$ cat src/rtl/uart_port_arbiter.sv
// Round-robin arbiter that shares one SimUART model between the core (port 0)
// and the debug/DMA path (port 1), with one UART access in flight at a time.
module uart_port_arbiter #(
  parameter int XLEN = 64,
  parameter int AW   = 8,
  parameter int DW   = 8
) (
  input  logic            clk,
  input  logic            reset,
  input  logic            req0_valid,
  output logic            req0_ready,
  input  logic            req0_wen,
  input  logic [AW-1:0]   req0_addr,
  input  logic [DW-1:0]   req0_wdata,
  output logic            resp0_valid,
  input  logic            resp0_ready,
  output logic [XLEN-1:0] resp0_rdata,
  input  logic            req1_valid,
  output logic            req1_ready,
  input  logic            req1_wen,
  input  logic [AW-1:0]   req1_addr,
  input  logic [DW-1:0]   req1_wdata,
  output logic            resp1_valid,
  input  logic            resp1_ready,
  output logic [XLEN-1:0] resp1_rdata,
  output logic            uart_wen,
  output logic [AW-1:0]   uart_waddr,
  output logic [DW-1:0]   uart_wdata,
  output logic            uart_ren,
  output logic [AW-1:0]   uart_raddr,
  input  logic [XLEN-1:0] uart_rdata
);

  typedef enum logic [1:0] {IDLE, ISSUE, CAPTURE, RESP} state_t;

  state_t          r_state;
  state_t          w_stateNext;
  logic            r_rrLast;
  logic            r_owner;
  logic            r_isWrite;
  logic [XLEN-1:0] r_rdata;
  logic            r_uartWen;
  logic            r_uartRen;
  logic [AW-1:0]   r_uartWaddr;
  logic [AW-1:0]   r_uartRaddr;
  logic [DW-1:0]   r_uartWdata;

  logic            w_grant0;
  logic            w_grant1;
  logic            w_accept;
  logic            w_respFire;
  logic            w_selWen;
  logic [AW-1:0]   w_selAddr;
  logic [DW-1:0]   w_selWdata;

  // rr_last only matters when both ports ask in the same cycle.
  always_comb begin
    w_stateNext = r_state;
    w_grant0    = 1'b0;
    w_grant1    = 1'b0;
    w_respFire  = 1'b0;
    case (r_state)
      IDLE: begin
        w_grant0 = req0_valid && (!req1_valid || r_rrLast);
        w_grant1 = req1_valid && (!req0_valid || !r_rrLast);
        if (w_grant0 || w_grant1) w_stateNext = ISSUE;
      end
      ISSUE:   w_stateNext = r_isWrite ? RESP : CAPTURE;
      CAPTURE: w_stateNext = RESP;
      RESP: begin
        w_respFire = r_owner ? resp1_ready : resp0_ready;
        if (w_respFire) w_stateNext = IDLE;
      end
      default: w_stateNext = IDLE;
    endcase
  end

  assign w_accept   = w_grant0 | w_grant1;
  assign w_selWen   = w_grant1 ? req1_wen   : req0_wen;
  assign w_selAddr  = w_grant1 ? req1_addr  : req0_addr;
  assign w_selWdata = w_grant1 ? req1_wdata : req0_wdata;

  always_ff @(posedge clk or posedge reset) begin
    if (reset) r_state <= IDLE;
    else       r_state <= w_stateNext;
  end

  // Strobes are loaded on the accept edge so they are live for exactly the ISSUE cycle.
  always_ff @(posedge clk or posedge reset) begin
    if (reset) begin
      r_rrLast    <= 1'b1;
      r_owner     <= 1'b0;
      r_isWrite   <= 1'b0;
      r_rdata     <= '0;
      r_uartWen   <= 1'b0;
      r_uartRen   <= 1'b0;
      r_uartWaddr <= '0;
      r_uartRaddr <= '0;
      r_uartWdata <= '0;
    end else begin
      if (w_accept) begin
        r_owner     <= w_grant1;
        r_isWrite   <= w_selWen;
        r_uartWen   <= w_selWen;
        r_uartRen   <= !w_selWen;
        r_uartWaddr <= w_selWen ? w_selAddr  : '0;
        r_uartWdata <= w_selWen ? w_selWdata : '0;
        r_uartRaddr <= w_selWen ? '0 : w_selAddr;
      end
      if (r_state == ISSUE) begin
        r_uartWen   <= 1'b0;
        r_uartRen   <= 1'b0;
        r_uartWaddr <= '0;
        r_uartWdata <= '0;
        r_uartRaddr <= '0;
        if (r_isWrite) r_rdata <= '0;
      end
      if (r_state == CAPTURE) r_rdata <= uart_rdata;
      if (w_respFire) r_rrLast <= r_owner;
    end
  end

  assign req0_ready  = w_grant0;
  assign req1_ready  = w_grant1;
  assign resp0_valid = (r_state == RESP) && !r_owner;
  assign resp1_valid = (r_state == RESP) && r_owner;
  assign resp0_rdata = resp0_valid ? r_rdata : '0;
  assign resp1_rdata = resp1_valid ? r_rdata : '0;
  assign uart_wen    = r_uartWen;
  assign uart_ren    = r_uartRen;
  assign uart_waddr  = r_uartWaddr;
  assign uart_wdata  = r_uartWdata;
  assign uart_raddr  = r_uartRaddr;

endmodule

$ cat config.mk
export PLATFORM = sky130hd
export DESIGN_NAME = uart_port_arbiter
export DESIGN_NICKNAME = d
export VERILOG_FILES = /design/src/rtl/uart_port_arbiter.sv
export SDC_FILE = /design/constraint.sdc
export NUM_CORES = 1
export LEC_CHECK = 0
export ABC_AREA = 0
export CORE_MARGIN = 2
export CORE_UTILIZATION = 43
export CTS_BUF_LIST = sky130_fd_sc_hd__clkbuf_8
export CTS_CLUSTER_DIAMETER = 30
export DETAILED_ROUTE_END_ITERATION = 12
export HOLD_SLACK_MARGIN = 0.06
export PLACE_DENSITY = 0.88
export SLEW_MARGIN = 20
export SYNTH_ARGS = -nofsm -noshare
export SYNTH_HDL_FRONTEND = slang
export SYNTH_SLANG_ARGS = --single-unit
$ cat constraint.sdc
create_clock -name clk -period 5.9 [get_ports clk]
set_input_delay 0.885 -clock clk [delete_from_list [all_inputs] [get_ports clk]]
set_output_delay 0.885 -clock clk [all_outputs]
set_load 0.01 [all_outputs]
==> reports/qor.yml <==
setup_viol_count_final: 0
cp_top_family: "flip-flops"
power_density_nw_per_um2: 389
crit_path_top_delay_cell: "dfrtp_2"
clk_pin_slew_ps: 110
max_freq_mhz: 285
avgSynthCellArea_um2: 11.1
peakVddDrop_mv: 0.254
power.leakage_nw: 3.41
tightestPinTransition_ps: 1040
cts_tree: "done"
crit_arrival_ps: 2620
grt_overflow: 0
cp-start-kind: "flip-flop"
io_pins: 262
min_from: "r_rdata[51]"
drive_gt1_frac: 0.0557
fin_worst_skew_ps: 19.1
n_antenna_cell: 0
drc_errors: 0
max_slew_margin: 0.309
power.share.switching: 0.393
final_common_cell: "clkdlybuf4s50_1"
hold_violations: 0
maxCapViolations: 0
hpwl_um: 10900
r2r_start: "r_state[0]"
slew_violations: 0
dr.pass1.iters: 4
async_flop_share: 1.00
syn_to_final_growth_pct: 60.4
core_um2: 10800
synth.top_cell.area_share: 0.497
postSynthCellCount: 427
outcome: "completed"
vias: 4526
comb_power_share: 0.488
crit_start: "r_owner"
cp_cell_sequence: "nor2b_4 -> buf_12 -> and2_1 -> clkdlybuf4s50_1"
pwr-share-seq: 0.361
h-tree-depth: 3
die_area_um2: 11900
rsz0062_at_grt: "no"
crit_path_max_incr_delay_ps: 800
ys_types: 35
clkPwrFrac: 0.151
drt_iter0_markers: 265
grt_pass1_vias: 4415
critPathCaptureType: "output port"
cts.sinks: 95
final.setup.tns_ps: 0
crit_type: "flip-flop to output port"
synth_nets: 536
placementRows: 38
portBuffers: 261
grt_max_degree: 70
numCtsBuffers: 9
p_sw_mw: 1.16
finalHoldWorstSlack_ps: 525
fin_crit_ps: 3510
ys_dominant_reg_cell: "dfrtp_1"
postCtsSetupBuffers: 0
hold_class: "flip-flop to flip-flop"
ys_warn_count: 0
post_drt_wl_per_cell_um: 19.6
nets: 768
fin_crit_sh: 0.595
grtUsageTotal: 0.255
worstPathRequired_ps: 5020
ant_nets: 0
root_buffer: "clkbuf_8"
grt_pass1_wl_um: 23900
cp_num_buf_inv: 2
worstPathMaxFanout: 69
layout_common_cells: "clkdlybuf4s50_1, dfrtp_1, a22o_1, and2_1, and3_1"
post_cts_resized: 0
avgViaCountPerCell: 5.63
antenna_found_initial: 0
seq_area_frac_synth: 0.502
routabilityCongestion: 0.839
internal_power_mw: 1.80
hold_buffers: 0
start_util: 0.439
cts_buffer_depth: 2
synth_area_um2: 4740
ys_ff_latch: 95
finalWirelength_um: 15800
die_y_um: 109
synth_area_leaders: "dfrtp_1, a22o_1, and2_1, and3_1, a221o_1"
synth-edff-count: 0
synth_largest_area_cell: "dfrtp_1"
clkLatencyLatePin_ps: 350
die_w_um: 109
-- synth_stat cells, types with 4 or more instances --
cell type	count
a221o_1	24
dfrtp_1	94
a21oi_1	6
clkbuf_1	32
ha_1	5
inv_1	4
a22o_1	65
and2_1	66
and3_1	64
nor2_1	6
nor3b_1	25
buf_1	4
-- per-stage QoR --
stage	power [mW]	util	cells	area [um2]	worst slack [ps]
after floorplan	1.88	-	427	4740	2540
after global placement	2.44	0.683	787	7370	2510
after detailed placement	2.51	0.683	787	7370	2410
after CTS	2.96	0.702	803	7580	2010
after global routing	3.13	0.704	804	7600	2260
final	2.96	0.704	804	7600	2390
-- cell families (layout without fill, tap and decap cells) --
logic type / Yosys count / count (layout) / share of synthesized area
flip-flops: 95 / 95 / 0.502
buffers and inverters: 49 / 286 / 0.0475
adder cells (fa/ha/maj): 5 / 5 / 0.0132
AO/OA/AOI/OAI: 104 / 104 / 0.192
multiplexers: 2 / 2 / 0.00449
AND/OR/NAND/NOR: 172 / 172 / 0.241
-- metal layers --
metal,up-vias,track usage,wire (um)
met3,30,0.0436,901
met4,0,0.0806,344
met1,2268,0.317,6340
li1,2035,-,-
met2,193,0.452,8200
met5,-,0,0
-- worst paths after layout --
path                            depth (start not counted)  slack, ps         endpoint
worst max register to register                          5       3500    uart_wdata[7]
worst min-delay path                                    1        530      r_rdata[51]
worst max-delay path                                    4       2390  resp0_rdata[53]
worst min register to register                          1        530      r_rdata[51]
min in group asynchronous                               2       1000    uart_raddr[5]
max in group asynchronous                               3       3890      r_rdata[50]
-- worst register-to-register path: stages (launching register included) --
cell     delay [ps]
dfrtp_1         430
inv_1           140
ha_1            410
o21a_1          860
nor3b_1         150
a221o_1         310
-- power by group through the flow --
| stage | Sequential (mW) | Clock (mW) | Combinational, mW |
|---|---|---|---|
| 6_report | 1.07 | 0.447 | 1.44 |
| 4_1_cts | 1.06 | 0.454 | 1.44 |
| 3_5_place_dp | 1.07 | 0 | 1.44 |
| 2_1_floorplan | 1.00 | 0 | 0.880 |
| 3_3_place_gp | 1.06 | 0 | 1.38 |
| 5_1_grt | 1.09 | 0.479 | 1.56 |
-- final cells by class --
type	instances	area, um2
Inverter	5	21.3
Clock buffer	11	151
Timing Repair Buffer	265	2660
Clock inverter	5	57.6
Multi-Input combinational cell	283	2160
Fill cell	809	3190
Sequential cell	95	2380
Tap cell	140	175
-- flip-flops by register name, indices dropped and copies added, names as in the netlist --
signal / count
uart_wdata: 8
r_rdata: 64
r_state: 2
r_isWrite: 1
r_rrLast: 1
r_owner: 1
uart_raddr: 8
uart_wen: 1
uart_ren: 1
uart_waddr: 8
No activity file was read; power rests on OpenSTA's default activity.
